--- config.mk ---
export PLATFORM = sky130hd
export DESIGN_NAME = fetch_unit
export DESIGN_NICKNAME = d
export VERILOG_FILES = /design/src/rtl/fetch_unit_pkg.sv /design/src/rtl/fetch_fifo.sv /design/src/rtl/fetch_unit.sv
export SDC_FILE = /design/constraint.sdc
export NUM_CORES = 1
export LEC_CHECK = 0
export ABC_AREA = 1
export BUFFER_PORTS_ARGS = -buffer_cell sky130_fd_sc_hd__buf_2
export CAP_MARGIN = 0
export CORE_AREA = 2 2 130 144
export CTS_BUF_LIST = sky130_fd_sc_hd__clkbuf_4
export DETAILED_ROUTE_END_ITERATION = 12
export DIE_AREA = 0 0 132 146
export PLACE_DENSITY_LB_ADDON = 0.3
export SYNTH_ARGS = -nofsm -noshare
export SYNTH_HDL_FRONTEND = slang
export SYNTH_HIERARCHICAL = 1
export SYNTH_SLANG_ARGS = --single-unit
--- constraint.sdc ---
create_clock -name clk -period 6.5 [get_ports clk]
set_clock_uncertainty 0.05 [all_clocks]
set_input_delay 0.325 -clock clk [delete_from_list [all_inputs] [get_ports clk]]
set_output_delay 0.325 -clock clk [all_outputs]
set_load 0.01 [all_outputs]
--- src/rtl/fetch_unit_pkg.sv ---
// Shared constants and state encoding for the instruction fetch stage.
package fetch_unit_pkg;

   localparam int unsigned FU_ADDR_W  = 32;
   localparam int unsigned FU_INSTR_W = 32;
   localparam int unsigned PC_STEP    = 4;

   typedef enum logic [1:0] {
      S_IDLE   = 2'd0,
      S_BUSY   = 2'd1,
      S_SQUASH = 2'd2
   } fetch_state_e;

endpackage

--- src/rtl/fetch_fifo.sv ---
// Small synchronous FIFO of {pc, instr} pairs; flush clears it and beats push/pop.
module fetch_fifo #(
   parameter int unsigned AW    = 32,
   parameter int unsigned IW    = 32,
   parameter int unsigned DEPTH = 2
)(
   input  logic                     clk,
   input  logic                     reset,
   input  logic                     i_push,
   input  logic [AW-1:0]            i_pc,
   input  logic [IW-1:0]            i_instr,
   input  logic                     i_pop,
   input  logic                     i_flush,
   output logic [AW-1:0]            o_pc,
   output logic [IW-1:0]            o_instr,
   output logic [$clog2(DEPTH):0]   o_count,
   output logic                     o_empty
);

   localparam int unsigned PW = $clog2(DEPTH);
   localparam int unsigned CW = PW + 1;

   logic [AW-1:0] r_pc  [DEPTH];
   logic [IW-1:0] r_ins [DEPTH];
   logic [PW-1:0] r_rd;
   logic [PW-1:0] r_wr;
   logic [CW-1:0] r_cnt;

   // Pointers wrap naturally because DEPTH is a power of two.
   always_ff @(posedge clk) begin
      if (reset || i_flush) begin
         r_rd  <= '0;
         r_wr  <= '0;
         r_cnt <= '0;
      end else begin
         if (i_push) begin
            r_pc[r_wr]  <= i_pc;
            r_ins[r_wr] <= i_instr;
            r_wr        <= r_wr + 1'b1;
         end
         if (i_pop)
            r_rd <= r_rd + 1'b1;
         r_cnt <= r_cnt + CW'(i_push) - CW'(i_pop);
      end
   end

   assign o_pc    = r_pc[r_rd];
   assign o_instr = r_ins[r_rd];
   assign o_count = r_cnt;
   assign o_empty = (r_cnt == '0);

endmodule

--- src/rtl/fetch_unit.sv ---
// Instruction fetch: one outstanding imem read, FIFO toward decode, next-PC feedback
// and redirect handling (in-flight fetches are squashed, buffered ones flushed).
module fetch_unit
   import fetch_unit_pkg::*;
#(
   parameter int unsigned       ADDR_W   = FU_ADDR_W,
   parameter int unsigned       INSTR_W  = FU_INSTR_W,
   parameter int unsigned       DEPTH    = 2,
   parameter logic [ADDR_W-1:0] RESET_PC = '0
)(
   input  logic                 clk,
   input  logic                 reset,
   input  logic [ADDR_W-1:0]    pc_in,
   output logic [ADDR_W-1:0]    pc_next,
   output logic                 imem_req,
   output logic [ADDR_W-1:0]    imem_addr,
   input  logic                 imem_ack,
   input  logic [INSTR_W-1:0]   imem_rdata,
   input  logic                 redirect_valid,
   input  logic [ADDR_W-1:0]    redirect_pc,
   output logic                 instr_valid,
   output logic [INSTR_W-1:0]   instr_out,
   output logic [ADDR_W-1:0]    instr_pc,
   input  logic                 instr_ready
);

   localparam int unsigned CW = $clog2(DEPTH) + 1;

   fetch_state_e        r_state;
   logic                r_req;
   logic [ADDR_W-1:0]   r_addr;

   logic [ADDR_W-1:0]   w_pc_inc;
   logic                w_take;
   logic                w_pop;
   logic                w_space;
   logic                w_empty;
   logic [CW-1:0]       w_count;

   assign w_pc_inc = pc_in + ADDR_W'(PC_STEP);
   assign w_take   = (r_state == S_BUSY) && imem_ack && !redirect_valid;
   assign w_pop    = instr_valid && instr_ready && !redirect_valid;
   // Occupancy after this cycle's push (the accepted ack) and pop.
   assign w_space  = (w_count + CW'(1) - CW'(w_pop)) < CW'(DEPTH);

   always_comb begin
      pc_next = pc_in;
      if (reset)
         pc_next = RESET_PC;
      else if (redirect_valid)
         pc_next = redirect_pc;
      else if (w_take)
         pc_next = w_pc_inc;
   end

   always_ff @(posedge clk) begin
      if (reset) begin
         r_state <= S_IDLE;
         r_req   <= 1'b0;
         r_addr  <= '0;
      end else begin
         case (r_state)
            S_IDLE: begin
               if (!redirect_valid && (w_count < CW'(DEPTH))) begin
                  r_addr  <= pc_in;
                  r_req   <= 1'b1;
                  r_state <= S_BUSY;
               end
            end
            S_BUSY: begin
               if (imem_ack) begin
                  if (!redirect_valid && w_space) begin
                     r_addr <= w_pc_inc;
                  end else begin
                     r_req   <= 1'b0;
                     r_state <= S_IDLE;
                  end
               end else if (redirect_valid) begin
                  r_state <= S_SQUASH;
               end
            end
            S_SQUASH: begin
               if (imem_ack) begin
                  r_req   <= 1'b0;
                  r_state <= S_IDLE;
               end
            end
            default: begin
               r_req   <= 1'b0;
               r_state <= S_IDLE;
            end
         endcase
      end
   end

   assign imem_req  = r_req;
   assign imem_addr = r_addr;

   fetch_fifo #(
      .AW    (ADDR_W),
      .IW    (INSTR_W),
      .DEPTH (DEPTH)
   ) u_fifo (
      .clk     (clk),
      .reset   (reset),
      .i_push  (w_take),
      .i_pc    (r_addr),
      .i_instr (imem_rdata),
      .i_pop   (w_pop),
      .i_flush (redirect_valid),
      .o_pc    (instr_pc),
      .o_instr (instr_out),
      .o_count (w_count),
      .o_empty (w_empty)
   );

   assign instr_valid = !w_empty;

endmodule

==> results of run 1 <==
worst register-to-register path, stage by stage (launching register included):
cell     delay [ps]
dfxtp_1         380
inv_2            80
nand2_4         190
nor2_8          330
nand2_2         180
inv_2           410
nand2_1         200
nor2_4          810
buf_4           570
sequential cells by signal, summed over array words and instances (netlist names), named ones only:
| name | count |
|---|---|
| u_fifo/r_ins | 64 |
| u_fifo/r_pc | 64 |
| imem_addr | 32 |
| r_state | 2 |
| u_fifo/o_count | 2 |
| imem_req | 1 |
| u_fifo/r_rd | 1 |
| u_fifo/r_wr | 1 |
worst max path at each step:
stage | start | end | slack [ps] | cells after the start
6_report | r_state[1] | u_fifo/r_pc[0][2] | 2920 | 8
2_1_floorplan | r_state[0] | u_fifo/r_ins[1][0] | 420 | 7
4_1_cts | r_state[1] | u_fifo/r_pc[0][6] | 2880 | 8
3_3_place_gp | redirect_valid | u_fifo/r_pc[0][11] | 2440 | 7
3_5_place_dp | redirect_valid | u_fifo/r_pc[0][15] | 2340 | 7
5_1_grt | r_state[1] | u_fifo/r_pc[0][15] | 2640 | 8
power by group through the flow:
stage	Combinational [W]	Clock (W)	Sequential, W
4_1_cts	0.000377	0.000690	0.00124
6_report	0.000375	0.000671	0.00124
3_5_place_dp	0.000358	0	0.00126
5_1_grt	0.000419	0.000725	0.00125
3_3_place_gp	0.000356	0	0.00126
2_1_floorplan	0.000214	0	0.00127
placed cells by master, fill, tap and decap left out, types with 6 or more instances in the layout:
master	n
clkbuf_4	18
o21ai_0	48
nor2_1	123
a31oi_1	10
nand3_1	29
inv_1	84
edfxtp_1	128
dfxtp_1	39
a21oi_1	36
o31ai_1	13
buf_4	6
xor2_1	8
dlygate4sd3_1	34
nand2_1	218
buf_2	230
mux2_4	60
final cells by class:
cell class / instances / area [um2] / share of cell area
multi-input cells: 582 / 3320 / 0.318
inverters: 88 / 330 / 0.0316
well taps: 238 / 298 / 0.0285
clock inverters: 14 / 186 / 0.0178
flip-flops and latches: 168 / 4650 / 0.444
diodes: 1 / 2.50 / 0.000239
clock buffers: 18 / 135 / 0.0129
repair buffers: 270 / 1540 / 0.147
cells in the mapped netlist (6+ instances only):
master / count
buf_12: 6
a31oi_1: 10
edfxtp_1: 128
inv_1: 84
dfxtp_1: 40
nor2_1: 125
nand2_1: 218
o31ai_1: 13
a21oi_1: 36
clkbuf_1: 9
o21ai_0: 48
buf_2: 14
xor2_1: 8
nand3_1: 29
mux2_4: 60
through the flow:
stage	worst slack [ps]	hold WS, ps	instance area [um2]
after floorplan	423	374	8590
after global routing	2640	69.0	10500
final	2920	60.2	10500
after detailed placement	2340	405	9800
after global placement	2440	402	9800
after CTS	2880	27.0	10500
per-layer routing:
layer / part of all wire / up-vias / global-route usage / wire [um]
met1: 0.42 / 3158 / 0.270 / 9050
met4: 0.032 / 0 / 0.105 / 687
met3: 0.052 / 47 / 0.0366 / 1110
met5: 0 / - / 0 / 0
li1: - / 3418 / - / -
met2: 0.50 / 255 / 0.379 / 10700
cells by family (layout without fill, tap and decap cells):
logic type | after synthesis | after routing | synth area share
and+or+nand+nor | 387 | 387 | 0.183
other | 0 | 1 | 0
AOI/OAI and AO/OA | 118 | 118 | 0.0777
xor gates and xnor gates | 10 | 10 | 0.0102
buffers and inverters | 126 | 390 | 0.0737
DFF | 168 | 168 | 0.541
muxes | 64 | 64 | 0.110
adders and majority gates | 3 | 3 | 0.00437
what timing repair did:
action / in CTS / in global routing
setup buffers: 0 / 0
hold endpoints to repair: 66 / 0
hold buffers: 34 / 0
==> flow_metrics.py, run 1 <==
metrics = {
    "outcome": {
        "status": "finished, final reports clean",
    },
    "logic_synthesis": {
        "synth_edf_count": 128,
        "syn-cell-area_um2": 8590,
        "synth_cell_types": 37,
        "yosys_warnings": 6,
        "synth_fp_nets": 980,
        "synth-seq-area-share": 0.541,
        "yosysTopAreaCellShare": 0.448,
        "avgSynthCellArea_um2": 9.80,
        "yosys-top-cells-area": "edfxtp_1, mux2_4, nand2_1",
        "synth_top_cell_by_area": "edfxtp_1",
        "synth_cells": 876,
        "synth_flop_cell": "edfxtp_1",
        "synth-async-reset-ratio": 0,
        "synth-seq-cells": 168,
    },
    "min_path": {
        "worstHoldEndpoint": "imem_addr[30]",
        "hold_path_class": "in2reg",
        "holdPathStages": 5,
        "min_from": "pc_in[30]",
    },
    "cts": {
        "cts_made_buffers": 17,
        "cts.clk_slew.worst_paths_ps": 160,
        "clk_path_buf_depth": 2,
        "cts_tree": "done",
        "clkSinkCount": 168,
        "clk_latency_ps": 580,
        "cts_max_level": 4,
        "cts_resized": 0,
        "ctsRootBufferMaster": "clkbuf_4",
    },
    "power": {
        "p_int_w": 0.00163,
        "peakVddDrop_v": 0.000121,
        "p_seq_frac": 0.542,
        "clockPowerShare": 0.294,
        "switchingPower_w": 0.000655,
        "combPwrFrac": 0.164,
        "power.leakage_nw": 4.65,
        "power.density_nw_per_um2": 219,
        "switching_share": 0.286,
        "p_total_w": 0.00229,
    },
    "global_routing": {
        "grt-ovfl-total": 0,
        "grt_pass1_wl_mm": 33.2,
        "grt_pass1_vias": 6514,
        "grt_util_all_layers": 0.220,
        "grt_max_degree": 56,
        "antenna_found_initial": 1,
    },
    "drt": {
        "drtPass1Iterations": 5,
        "via_per_inst": 4.99,
        "drt_iter0_markers": 362,
        "wl_per_cell_um": 15.6,
        "drt-total-wl_mm": 21.5,
        "final_antenna_net_count": 0,
        "drc_errors": 0,
        "vias": 6878,
    },
    "placement": {
        "gp_congestion": 0.918,
        "dp.cells": 1312,
        "io_buffer_count": 230,
        "dp_hpwl_mm": 15.2,
    },
    "setup_path": {
        "cp_max_fo": 35,
        "path_common_cell": "inv_2",
        "cpPeakStageDelay_ps": 810,
        "cp_cell_sequence": "inv_2 > nand2_4 > nor2_8 > nand2_2 > inv_2 > nand2_1 > nor2_4 > buf_4",
        "critPathRequiredTime_ps": 6670,
        "crit_slowest_cell": "nor2_4",
        "worst-r2r-cell-count": 8,
        "endpoint_kind": "flop",
        "startpoint_type": "flop",
        "cp_num_buf_inv": 3,
        "cpLargestDelayFamily": "simple AND/OR/NAND/NOR gates",
        "r2r_start": "r_state[1]",
        "crit_type": "reg2reg",
        "regToRegSetupSlack_ps": 2920,
        "timing.rr.end": "u_fifo/r_pc[0][2]",
        "worstPathArrival_ps": 3750,
    },
    "die": {
        "boundaryPins": 231,
        "initial_utilization": 0.486,
        "die_height_um": 146,
        "dieArea_um2": 19300,
        "chipWidth_um": 132,
        "coreArea_um2": 17700,
        "fp-row-count": 51,
    },
    "timing": {
        "worst_pin_slew_ps": 1030,
        "setup-tns-final_ps": 0,
        "period_minus_slack_ps": 3580,
        "finalCritPeriodShare": 0.551,
        "maxSlewViolCount": 0,
        "fmaxAchievable_mhz": 279,
        "setup_violations": 0,
        "hold_viol_final": 0,
        "relSlewSlack": 0.312,
        "rsz0062_at_grt": "false",
    },
    "finish": {
        "final_cell_count_no_fill": 1379,
        "fin_util": 0.592,
        "final_nets": 1231,
        "fillers": 1591,
        "final_layout_size_suffix_gt1_frac": 0.311,
        "syn_to_final_growth_pct": 21.8,
    },
    "flow_run": {
        "drv_cap": 0,
    },
}
Power figures use the tool's default switching activity.
==> inputs of run 2 (changes only) <==
Settings changed: CORE_AREA 2 2 130 144 to 2 2 123 137, DIE_AREA 0 0 132 146 to 0 0 125 139.
Clock period 6.5 ns to 3.5 ns, I/O delays scaled along.
==> flow_metrics.py, run 2 (synthesized netlist as in run 1, its figures left out) <==
metrics = {
    "outcome": {
        "status": "finished, final reports clean",
    },
    "finish": {
        "most-common-layout-cells": "buf_2, nand2_1, edfxtp_1",
        "syn_to_final_growth_pct": 24.9,
        "layout_commonest_cell": "buf_2",
        "final_nets": 1263,
        "final_layout_size_suffix_gt1_frac": 0.305,
        "final_cell_area_um2": 10700,
    },
    "setup_path": {
        "r2r_start": "r_state[0]",
        "cp_num_buf_inv": 3,
        "cp_max_fo": 26,
        "critPathRequiredTime_ps": 3270,
        "worstPathArrival_ps": 2640,
        "cp_cell_sequence": "nand2_4 > nor2_8 > nand2_2 > inv_2 > buf_4 > nand2_1 > a31oi_1 > buf_2",
        "regToRegSetupSlack_ps": 800,
        "crit_slowest_cell": "dfxtp_1",
        "endpoint_kind": "output pin",
        "startpoint_type": "flop",
        "cpLargestDelayFamily": "simple AND/OR/NAND/NOR gates",
        "crit_start": "r_state[0]",
        "crit_type": "reg2out",
        "worst-r2r-cell-count": 8,
        "cpPeakStageDelay_ps": 420,
        "timing.rr.end": "u_fifo/r_ins[1][22]",
    },
    "placement": {
        "dp_hpwl_mm": 15.4,
        "io_buffer_count": 230,
        "dp_slack_ps": 840,
        "gp_congestion": 0.887,
        "dpl_cell_area_um2": 9810,
    },
    "min_path": {
        "hold_path_class": "in2reg",
        "holdPathStages": 6,
        "worstHoldEndpoint": "imem_addr[6]",
        "min_from": "pc_in[6]",
    },
    "drt": {
        "drtPass1Iterations": 7,
        "drt_iter0_markers": 533,
        "via_per_inst": 5.16,
        "drc_errors": 0,
        "drt-total-wl_mm": 22.3,
        "wl_per_cell_um": 16.2,
        "vias": 7112,
        "final_antenna_net_count": 0,
    },
    "global_routing": {
        "grt_util_all_layers": 0.256,
        "grt_pass1_vias": 7009,
        "grt_max_degree": 56,
        "grt_pass1_wl_mm": 35.2,
        "grt-ovfl-total": 0,
        "antenna_found_initial": 1,
    },
    "timing": {
        "fmaxAchievable_mhz": 349,
        "period_minus_slack_ps": 2870,
        "layout_setup_ws_ps": 631,
        "hold_viol_final": 0,
        "finalCritPeriodShare": 0.820,
        "rsz0062_at_grt": "false",
        "setup_violations": 0,
        "relSlewSlack": 0.391,
        "worst_pin_slew_ps": 912,
        "maxSlewViolCount": 0,
        "setup-tns-final_ps": 0,
    },
    "die": {
        "boundaryPins": 231,
        "coreArea_um2": 16100,
        "initial_utilization": 0.535,
        "fp-row-count": 49,
        "dieArea_um2": 17400,
        "die_height_um": 139,
        "chipWidth_um": 125,
    },
    "cts": {
        "clk_latency_ps": 580,
        "cts_resized": 0,
        "clkSinkCount": 168,
        "cts.clk_slew.worst_paths_ps": 150,
        "ctsRootBufferMaster": "clkbuf_4",
        "cts_made_buffers": 17,
        "cts_tree": "done",
        "clk_path_buf_depth": 2,
        "cts_max_level": 4,
    },
    "power": {
        "p_seq_frac": 0.557,
        "combPwrFrac": 0.175,
        "power.leakage_nw": 4.77,
        "p_total_w": 0.00415,
        "p_int_w": 0.00285,
        "peakVddDrop_v": 0.000244,
        "clockPowerShare": 0.269,
        "power.density_nw_per_um2": 387,
        "switching_share": 0.313,
        "switchingPower_w": 0.00130,
    },
    "flow_run": {
        "drv_cap": 0,
    },
}
run 2: power by group through the flow:
| stage | Sequential [W] | Combinational, W | Clock (W) |
|---|---|---|---|
| 2_1_floorplan | 0.00236 | 0.000398 | 0 |
| 3_3_place_gp | 0.00235 | 0.000656 | 0 |
| 3_5_place_dp | 0.00236 | 0.000663 | 0 |
| 4_1_cts | 0.00231 | 0.000722 | 0.00114 |
| 5_1_grt | 0.00232 | 0.000808 | 0.00122 |
| 6_report | 0.00231 | 0.000725 | 0.00111 |
run 2: worst register-to-register path: stages (launching register included):
cell and delay (ps):
dfxtp_1 420, nand2_4 230, nor2_8 340, nand2_2 190, inv_2 100, buf_4 270, inv_1 160, nor3_4 260
buf_12 320
run 2: worst max path at each step:
stage / end / slack [ps] / cells past startpoint
final: pc_next[9] / 630 / 8
after global routing: pc_next[9] / 460 / 9
after CTS: pc_next[9] / 600 / 8
after detailed placement: u_fifo/r_pc[1][28] / 840 / 8
after global placement: u_fifo/r_pc[1][28] / 940 / 9
after floorplan: u_fifo/r_ins[0][0] / 230 / 7
run 2: per-layer routing:
| metal | vias to the layer above | global-route usage | share of wire |
|---|---|---|---|
| met2 | 293 | 0.446 | 0.51 |
| met1 | 3279 | 0.303 | 0.40 |
| met4 | 0 | 0.108 | 0.034 |
| li1 | 3489 | - | - |
| met3 | 51 | 0.0617 | 0.058 |
| met5 | - | 0 | 0 |
run 2: metrics by stage:
stage | instances | util | hold WS, ps
4_1_cts | 1376 | 0.667 | 16.4
3_3_place_gp | 1282 | 0.611 | 314
5_1_grt | 1377 | 0.668 | 66.0
2_1_floorplan | 876 | - | 224
3_5_place_dp | 1282 | 0.611 | 316
6_report | 1377 | 0.668 | 65.9
run 2: timing repair:
action,CTS,global route
endpoints found under the hold margin,95,0
buffers inserted,0,0
hold buffers,62,0
run 2: final cells by class:
type                    instances  area (um2)
diodes                          1        2.50
clock buffers                  17         128
clock inverters                15         158
fillers                      1275        5340
inverters                      88         330
multi-input cells             582        3330
flip-flops and latches        168        4650
well taps                     204         255
repair buffers                302        1870
==> inputs of run 3 (changes only) <==
Settings changed: ABC_AREA 1 to 0, CORE_AREA 2 2 123 137 to 2 2 121 135, DIE_AREA 0 0 125 139 to 0 0 123 137.
Clock period 3.5 ns to 2.91 ns, I/O delays scaled along.
==> flow_metrics.py, run 3 <==
metrics = {
    "finish": {
        "final_cell_count_no_fill": 1132,
        "final_cell_area_um2": 10300,
        "final_nets": 1022,
        "regArea_um2": 4650,
        "layout_commonest_cell": "buf_2",
        "most-common-layout-cells": "buf_2, edfxtp_1, dlygate4sd3_1, mux2_4, nor2_1",
        "syn_to_final_growth_pct": 26.4,
        "fin_util": 0.668,
        "fillers": 1162,
        "final_layout_size_suffix_gt1_frac": 0.383,
        "multiInputGateArea_um2": 3190,
    },
    "drt": {
        "wl_per_cell_um": 17.3,
        "drt-total-wl_mm": 19.6,
        "vias": 5918,
        "drc_errors": 0,
        "drtPass1Iterations": 6,
        "final_antenna_net_count": 0,
        "via_per_inst": 5.23,
        "drt_iter0_markers": 365,
    },
    "logic_synthesis": {
        "synth_most_common_cell": "edfxtp_1",
        "synth_cells": 644,
        "yosysTopAreaCellShare": 0.470,
        "synth_commonest_cells": "edfxtp_1, mux2_4, nor2_1, dfxtp_1, xnor2_1",
        "synth-seq-area-share": 0.568,
        "synth_xor_area_frac": 0.0627,
        "synth-seq-cells": 168,
        "synth_edf_count": 128,
        "synthMuxAreaShare": 0.128,
        "avgSynthCellArea_um2": 12.7,
        "yosys_warnings": 6,
        "synth-simple-area-share": 0.117,
        "synth_top_family_by_area": "multiplexers",
        "synth_cell_types": 47,
        "synth_top_cell_by_area": "edfxtp_1",
        "synthAdderAreaFrac": 0.00459,
        "syn-cell-area_um2": 8180,
        "synth-compound-area-share": 0.0731,
        "yosys-top-cells-area": "edfxtp_1, mux2_4, dfxtp_1",
        "synth-async-reset-ratio": 0,
        "synth_fp_nets": 748,
        "synth_flop_cell": "edfxtp_1",
    },
    "die": {
        "fp-row-count": 48,
        "dieArea_um2": 16900,
        "coreArea_um2": 15500,
        "boundaryPins": 231,
        "die_height_um": 137,
        "chipWidth_um": 123,
        "initial_utilization": 0.528,
    },
    "setup_path": {
        "endpoint_kind": "output pin",
        "crit_start": "pc_in[2]",
        "cp_max_fo": 12,
        "worstPathArrival_ps": 2560,
        "startpoint_type": "input pin",
        "r2r_start": "u_fifo/o_count[1]",
        "crit_type": "in2out",
        "critPathRequiredTime_ps": 2710,
    },
    "min_path": {
        "hold_path_class": "in2reg",
        "min_from": "pc_in[15]",
    },
    "power": {
        "peakVddDrop_v": 0.000212,
        "power.density_nw_per_um2": 441,
        "power.leakage_nw": 4.18,
    },
    "global_routing": {
        "use_met3": 0.0429,
        "grt_util_all_layers": 0.232,
        "grt-ovfl-total": 0,
        "grt_max_degree": 65,
        "grt_pass1_wl_mm": 29.9,
        "grt.met2_usage": 0.406,
        "grt_pass1_vias": 5734,
        "grtUsageMet1": 0.288,
        "grt.busiest_layer": "met2",
        "antenna_found_initial": 1,
    },
    "timing": {
        "finalCritPeriodShare": 0.946,
        "maxSlewViolCount": 0,
        "hold_viol_final": 0,
        "relSlewSlack": 0.476,
        "worst_pin_slew_ps": 786,
        "fmaxAchievable_mhz": 363,
        "setup_violations": 0,
        "rsz0062_at_grt": "false",
        "period_minus_slack_ps": 2750,
    },
    "placement": {
        "gp_congestion": 0.893,
        "dp_hpwl_mm": 14.0,
        "dp.cells": 1039,
        "dpl_cell_area_um2": 9450,
        "io_buffer_count": 230,
    },
    "cts": {
        "clk_latency_ps": 520,
        "cts.clk_slew.worst_paths_ps": 120,
        "cts_made_buffers": 17,
        "clkSinkCount": 168,
        "cts_max_level": 4,
        "cts_tree": "done",
        "ctsRootBufferMaster": "clkbuf_4",
        "clk_path_buf_depth": 2,
    },
    "outcome": {
        "status": "finished, final reports clean",
    },
    "flow_run": {
        "drv_cap": 0,
    },
}
-- run 3: cell types whose count changed after synthesis, sizes merged, moves of 16 or more --
cell | previous run | this run
a211oi | 0 | 30
clkbuf | 9 | 28
o21a | 0 | 16
inv | 88 | 21
nand2 | 224 | 27
xor2 | 8 | 25
nor4 | 0 | 20
nor2 | 130 | 55
xnor2 | 2 | 31
o21ai | 52 | 9
nor3 | 1 | 20
-- run 3: timing repair --
item,in CTS,in global routing
hold buffers,60,0
setup endpoints to repair,0,7
setup buffers,0,0
hold endpoints to repair,96,0
resized for setup,0,2
-- run 3: stage by stage --
step                power (W)  hold WS (ps)  TNS (ps)  worst slack [ps]
floorplan             0.00298           167    -33010              -516
global route          0.00475          24.6         0              22.7
finish                0.00456          62.1         0               157
global placement      0.00320           284         0               690
detailed placement    0.00321           288         0               661
CTS                   0.00461          9.97         0               105
-- run 3: power breakdown --
group | switching (W) | internal [W] | leakage [nW]
clock | 0.000793 | 0.000546 | 0.161
combinational | 0.000295 | 0.000253 | 2.51
sequential | 0.0000471 | 0.00263 | 1.51
total | 0.00114 | 0.00343 | 4.18
-- run 3: critical path, stage by stage --
cell,delay [ps]
dlygate4sd3_1,520
buf_2,160
ha_1,260
and4_2,350
nand4_1,110
buf_4,190
or3_1,340
a21o_1,180
a21oi_1,130
buf_2,150
-- run 3: final timing paths --
kind	cells past startpoint	slack [ps]	endpoint
max	10	160	pc_next[18]
min	3	60	imem_addr[15]
max reg2reg	7	730	imem_addr[29]
min reg2reg	0	440	u_fifo/r_pc[1][7]
-- run 3: cell families after synthesis --
family	count (synthesis)
buffers and inverters	69
and+or+nand+nor	183
DFF	168
xor gates and xnor gates	57
AOI/OAI and AO/OA	90
adders and majority gates	3
muxes	74
-- run 3: final cells by class --
class | instances | share of cell area
flip-flops and latches | 168 | 0.450
multi-input cells | 407 | 0.308
repair buffers | 303 | 0.182
well taps | 200 | 0.0242
clock inverters | 13 | 0.0140
clock buffers | 19 | 0.0138
inverters | 21 | 0.00762
diodes | 1 | 0.000242
-- run 3: metal layers --
layer / up-vias / routed length (um)
li1: 2918 / -
met1: 2777 / 8220
met2: 200 / 10000
met3: 23 / 1060
met4: 0 / 339
met5: - / 0
